### config.mk
export PLATFORM = sky130hd
export DESIGN_NAME = mult4_seq_ctrl
export DESIGN_NICKNAME = d
export VERILOG_FILES = /design/src/rtl/mult_pkg.sv /design/src/rtl/mult2_core.sv /design/src/rtl/mult4_seq_ctrl.sv
export SDC_FILE = /design/constraint.sdc
export NUM_CORES = 1
export LEC_CHECK = 0
export ABC_AREA = 0
export CELL_PAD_IN_SITES_DETAIL_PLACEMENT = 1
export CELL_PAD_IN_SITES_GLOBAL_PLACEMENT = 1
export CORE_MARGIN = 2
export CORE_UTILIZATION = 45
export CTS_BUF_LIST = sky130_fd_sc_hd__clkbuf_8
export CTS_CLUSTER_DIAMETER = 50
export DETAILED_ROUTE_END_ITERATION = 7
export PLACE_DENSITY = 0.95
export SLEW_MARGIN = 20
export SYNTH_ARGS = -nofsm -noshare
export SYNTH_HDL_FRONTEND = slang
export SYNTH_SLANG_ARGS = --single-unit
### constraint.sdc
create_clock -name clk -period 6.86 [get_ports clk]
set_input_delay 2.058 -clock clk [delete_from_list [all_inputs] [get_ports clk]]
set_output_delay 2.058 -clock clk [all_outputs]
set_load 0.1 [all_outputs]
### src/rtl/mult_pkg.sv
// mult_pkg: shared types and constants for the sequential 4x4 multiplier.
package mult_pkg;
  localparam int DW = 2;
  typedef enum logic [1:0] {IDLE, MUL, DONE} state_e;
  localparam logic [1:0] STEP_LL = 2'd0;
  localparam logic [1:0] STEP_LH = 2'd1;
  localparam logic [1:0] STEP_HL = 2'd2;
  localparam logic [1:0] STEP_HH = 2'd3;
  localparam logic [2:0] SH_LL = 3'd0;
  localparam logic [2:0] SH_LH = 3'd2;
  localparam logic [2:0] SH_HL = 3'd2;
  localparam logic [2:0] SH_HH = 3'd4;
endpackage

### src/rtl/mult2_core.sv
// mult2_core: combinational 2x2 unsigned multiplier shared by the sequencer.
module mult2_core (
  input  logic [1:0] A,
  input  logic [1:0] B,
  output logic [3:0] P
);
  assign P = {2'b00, A} * {2'b00, B};
endmodule

### src/rtl/mult4_seq_ctrl.sv
// mult4_seq_ctrl: 4x4 unsigned multiplier walking one 2x2 core over four
// digit products, shift-accumulating into an 8-bit result.
module mult4_seq_ctrl #(
  parameter int DW = 2
) (
  input  logic            clk,
  input  logic            rst_n,
  input  logic            in_valid,
  output logic            in_ready,
  input  logic [2*DW-1:0] A,
  input  logic [2*DW-1:0] B,
  output logic            out_valid,
  input  logic            out_ready,
  output logic [4*DW-1:0] P,
  output logic            busy
);
  import mult_pkg::*;
  state_e          state_q, state_d;
  logic [1:0]      step_q, step_d;
  logic [2*DW-1:0] a_q, a_d, b_q, b_d;
  logic [4*DW-1:0] acc_q, acc_d, term;
  logic [DW-1:0]   ca, cb;
  logic [2*DW-1:0] core_p;
  logic [2:0]      sh;
  // step bit 1 picks the high digit of A, bit 0 the high digit of B
  assign ca = step_q[1] ? a_q[2*DW-1:DW] : a_q[DW-1:0];
  assign cb = step_q[0] ? b_q[2*DW-1:DW] : b_q[DW-1:0];
  assign sh = (step_q == STEP_LL) ? SH_LL :
              (step_q == STEP_HH) ? SH_HH :
              (step_q == STEP_LH) ? SH_LH : SH_HL;
  mult2_core u_core (.A(ca), .B(cb), .P(core_p));
  assign term = {{(2*DW){1'b0}}, core_p} << sh;
  always_comb begin
    state_d = state_q;
    step_d  = step_q;
    a_d     = a_q;
    b_d     = b_q;
    acc_d   = acc_q;
    unique case (state_q)
      IDLE: if (in_valid) begin
        a_d     = A;
        b_d     = B;
        acc_d   = '0;
        step_d  = STEP_LL;
        state_d = MUL;
      end
      MUL: begin
        acc_d   = acc_q + term;
        step_d  = step_q + 2'd1;
        state_d = (step_q == STEP_HH) ? DONE : MUL;
      end
      DONE:    state_d = out_ready ? IDLE : DONE;
      default: state_d = IDLE;
    endcase
  end
  always_ff @(posedge clk or negedge rst_n) begin
    if (!rst_n) begin
      state_q <= IDLE;
      step_q  <= '0;
      a_q     <= '0;
      b_q     <= '0;
      acc_q   <= '0;
    end else begin
      state_q <= state_d;
      step_q  <= step_d;
      a_q     <= a_d;
      b_q     <= b_d;
      acc_q   <= acc_d;
    end
  end
  assign in_ready  = (state_q == IDLE);
  assign out_valid = (state_q == DONE);
  assign busy      = (state_q != IDLE);
  assign P         = acc_q;
endmodule

# After elaboration in Yosys (flattened, before gate mapping)
# Index checks and enable logic that the tools add are counted.
# totals
ram_bits	0
mem_count	0
reg_bits	20
romBits	0
latch_bits	0
wordCells	31
# classes
n_mul	1
n_bitwise	0
n_div	0
n_mux	12
n_reduce_logical	6
n_shift	1
n_lt_le_gt_ge	0
eq_ne	4
add_sub_neg	2
# op_table
operator	n
$pmux 8 s2	1
$mux 2	6
$add 8x8->8	1
$mux 8	1
$shl 4x3->8	1
$mux 3	2
$pmux 2 s3	1
$eq 2x2->1 const B	2
$logic_not 2->1	2
$mul 2x2->4	1
$pmux 2 s2	1
$reduce_and 2->1	2
$reduce_bool 2->1	2
$add 2x1->2 const B	1
$eq 2x1->1 const B	1
$ne 2x2->1 const B	1

# Longest topological paths before layout
# depth
word_depth	6
mapped_depth	12

# Hierarchy
# A second synthesis with hierarchy kept.
# hier_totals
cells_unflattened	126
hier_area_um2	1303.8
# by_module_without_submodules
mod	cells_each	area_per_inst_um2	n_inst
mult4_seq_ctrl	120	1253.7	1
mult2_core	6	50.0	1

# Worst setup path before layout
# No wires, ideal clock.
# synth_timing
path_type	register -> output
startpoint	reg state_q[1]
endpoint	out busy
arrival_time_ps	2641
setup_slack_ps	2161
t_required_ps	4802
stages_incl_launch_ff	3
path_cell_list	dfrtp_1 nor2_1 inv_1
# synth_between
elab_chain_cells	1
# synth_lines
element	line	rtl
from (decl)	mult4_seq_ctrl.sv:18	state_e state_q, state_d;
from (signal assigned)	mult4_seq_ctrl.sv:64	state_q <= state_d;
$reduce_bool 2->1	mult4_seq_ctrl.sv:73	assign busy = (state_q != IDLE);
to (decl)	mult4_seq_ctrl.sv:15	output logic busy
# Every way passes these cells.

# Final worst setup path
# layout_timing
startpoint	reg state_q[1]
endpoint	out in_ready
# layout_between
elab_chain_cells	1
# layout_lines
element	line	rtl
$logic_not 2->1	mult4_seq_ctrl.sv:71	assign in_ready = (state_q == IDLE);
to (decl)	mult4_seq_ctrl.sv:9	output logic in_ready,
# Every way passes these cells.

==> flow_metrics.env <==
export IMPL_cts_buffers=3
export IMPL_first_pass_iters=4
export IMPL_htreeDepth=1
export IMPL_clk_path_buf_depth=2
export IMPL_synth_top_family_by_area="simple AND/OR/NAND/NOR gates"
export IMPL_maxCapViolCount=0
export IMPL_cts_root_buf="clkbuf_8"
export IMPL_place_hpwl_mm=2.28
export IMPL_setup_viol=0
export IMPL_initial_utilization=0.471
export IMPL_yosys_top_cells_area="dfrtp_1 39%, ha_1 11%, mux2_2 7.0%"
export IMPL_synth_most_common_cell="dfrtp_1"
export IMPL_portBuffers=22
export IMPL_die_h_um=57.5
export IMPL_crit_slowest_cell="clkdlybuf4s50_1"
export IMPL_gr_usage_all_layers=0.207
export IMPL_io_pins=23
export IMPL_hold_buffers=0
export IMPL_drt_iter0_markers=12
export IMPL_worst_slew_pin_slew_ns=0.976
export IMPL_post_drt_wl_per_cell_um=16.3
export IMPL_post_cts_buffers=0
export IMPL_async_reset_ff_frac=1.00
export IMPL_synth_cells=129
export IMPL_grt_pass1_wl_mm=5.22
export IMPL_ys_seq_area_frac=0.389
export IMPL_holdWs_ns=0.512
export IMPL_diodes=0
export IMPL_fin_skew_ns=0.00290
export IMPL_placed_area_um2=1520
export IMPL_die_w_um=57.5
export IMPL_crit_type="reg2out"
export IMPL_synth_compound_area_share=0.136
export IMPL_slowest_delay_ns=1.18
export IMPL_min_period_ns=4.11
export IMPL_hold_path_class="reg2reg"
export IMPL_dp_cells=178
export IMPL_drc_errors=0
export IMPL_status="finished, final reports clean"
export IMPL_gp_congestion=0.741
export IMPL_synth_top_area_share=0.389
export IMPL_post_route_period_util=0.600
export IMPL_netlist_top_cells_count="20 x dfrtp_1, 11 x ha_1, 10 x nand3_1"
export IMPL_cts_tree="done"
export IMPL_slew_violations=0
export IMPL_area_growth_pct=23.3
export IMPL_endpoint_kind="output pin"
export IMPL_synth_nets=153
export IMPL_cts_resized=0
export IMPL_critPathArrivalTime_ns=2.06
export IMPL_final_cells=182
export IMPL_synthXorXnorAreaFrac=0.0272
export IMPL_syn_cell_area_um2=1290
export IMPL_grt_pass1_vias=1177
export IMPL_synth_simple_area_share=0.171
export IMPL_vias=1053
export IMPL_finalSetupTns_ns=0
export IMPL_fp_coreArea_um2=2730
export IMPL_antenna_found_initial=0
export IMPL_synth_top_area_cell="dfrtp_1"
export IMPL_die_area_um2=3310
export IMPL_synth_flop_cell="dfrtp_1"
export IMPL_insertion_delay_ns=0.26
export IMPL_wl_mm=2.97
export IMPL_max_freq_mhz=243
export IMPL_hold_viol=0
export IMPL_rows=19
export IMPL_relSlewSlack=0.347
export IMPL_synth_edff_count=0
export IMPL_synthMuxAreaShare=0.117
export IMPL_via_per_inst=5.79
export IMPL_path_max_fanout=4
export IMPL_ys_ff_latch=20
export IMPL_fin_area_um2=1590
export IMPL_postRouteAntennaNets=0
export IMPL_path_clk_slew_ns=0.08
export IMPL_grt_overflow=0
export IMPL_grt_max_degree=21
export IMPL_start_kind="register"
export IMPL_rsz0062_at_grt="no"
export IMPL_worstPathRequired_ns=4.80
export IMPL_syn_avg_cell_area_um2=9.98
export IMPL_synth_fa_ha_area_frac=0.122
export IMPL_layout_drive_gt1_share=0.119
export IMPL_ys_types=33
export IMPL_yosys_warnings=0
export IMPL_crit_chain="nor2_1, clkdlybuf4s50_1"
export IMPL_fin_nets=176
export IMPL_cts_sinks=20
-- worst max-delay path: cells and delay by family, from the launching register on --
family                 cells  cell delay, ns
buffers and inverters      1            1.18
AND/OR/NAND/NOR            1            0.20
flip-flops                 1            0.41
-- cells in the final DEF (no fill, tap or decap), types with 2 or more instances in the layout --
cell / netlist / final
a211o_1: 2 / 2
nand2_1: 8 / 8
nor3_1: 4 / 4
mux2_2: 8 / 8
and3_1: 2 / 2
xor2_1: 2 / 2
xnor2_1: 2 / 2
a21oi_1: 5 / 5
dfrtp_1: 20 / 20
mux2i_1: 6 / 6
and3_4: 2 / 2
a21o_2: 2 / 2
clkbuf_8: 0 / 3
nor2b_1: 4 / 4
nor2_1: 9 / 9
nand3_1: 10 / 10
a21o_1: 2 / 2
inv_1: 5 / 5
o21ai_0: 9 / 9
ha_1: 11 / 11
clkdlybuf4s50_1: 0 / 22
-- layer usage --
metal / track usage / vias to the layer above / part of all wire
met4: 0.0831 / 0 / 0.016
met5: 0 / - / 0
li1: - / 503 / -
met3: 0.0317 / 5 / 0.041
met1: 0.241 / 520 / 0.42
met2: 0.375 / 25 / 0.52
-- state kept, by name, summed over array words and instances, names as in the netlist --
register and cells:
P 8, state_q 2, a_q 4, b_q 4, step_q 2
-- area by class of cell --
class | count | area, um2
well taps | 31 | 38.8
multi-input cells | 100 | 738
inverters | 5 | 18.8
fillers | 301 | 1150
clock inverters | 1 | 30.0
clock buffers | 3 | 41.3
repair buffers | 22 | 220
flip-flops and latches | 20 | 500
-- cell families (layout without fill, tap and decap cells) --
kind of cell,count (synthesis),count (layout)
multiplexers,14,14
AND/OR/NAND/NOR,43,43
adder cells (fa/ha/maj),12,12
flip-flops,20,20
AO/OA/AOI/OAI,27,27
XOR/XNOR,4,4
buffers and inverters,9,31
-- worst paths after layout --
path,start,end,slack [ns],cells past startpoint
max,state_q[1]$_DFFE_PN0P_,in_ready,2.75,2
min,b_q[0]$_DFFE_PN0P_,b_q[0]$_DFFE_PN0P_,0.51,1
max reg2reg,step_q[0]$_DFFE_PN0P_,P[7]$_DFFE_PN0P_,3.66,11
min reg2reg,b_q[0]$_DFFE_PN0P_,b_q[0]$_DFFE_PN0P_,0.51,1
max in group asynchronous,rst_n,P[4]$_DFFE_PN0P_,4.02,1
min in group asynchronous,rst_n,P[0]$_DFFE_PN0P_,2.30,1
-- per-stage QoR --
step | util | worst slack [ns]
6_report | 0.581 | 2.75
5_1_grt | 0.581 | 2.67
4_1_cts | 0.581 | 2.72
3_5_place_dp | 0.555 | 3.02
3_3_place_gp | 0.555 | 3.11
2_1_floorplan | - | 2.16
Power is left out: the tool's default activity adds up to more than one toggle a clock period on the data nets, which glitch-free logic cannot reach.
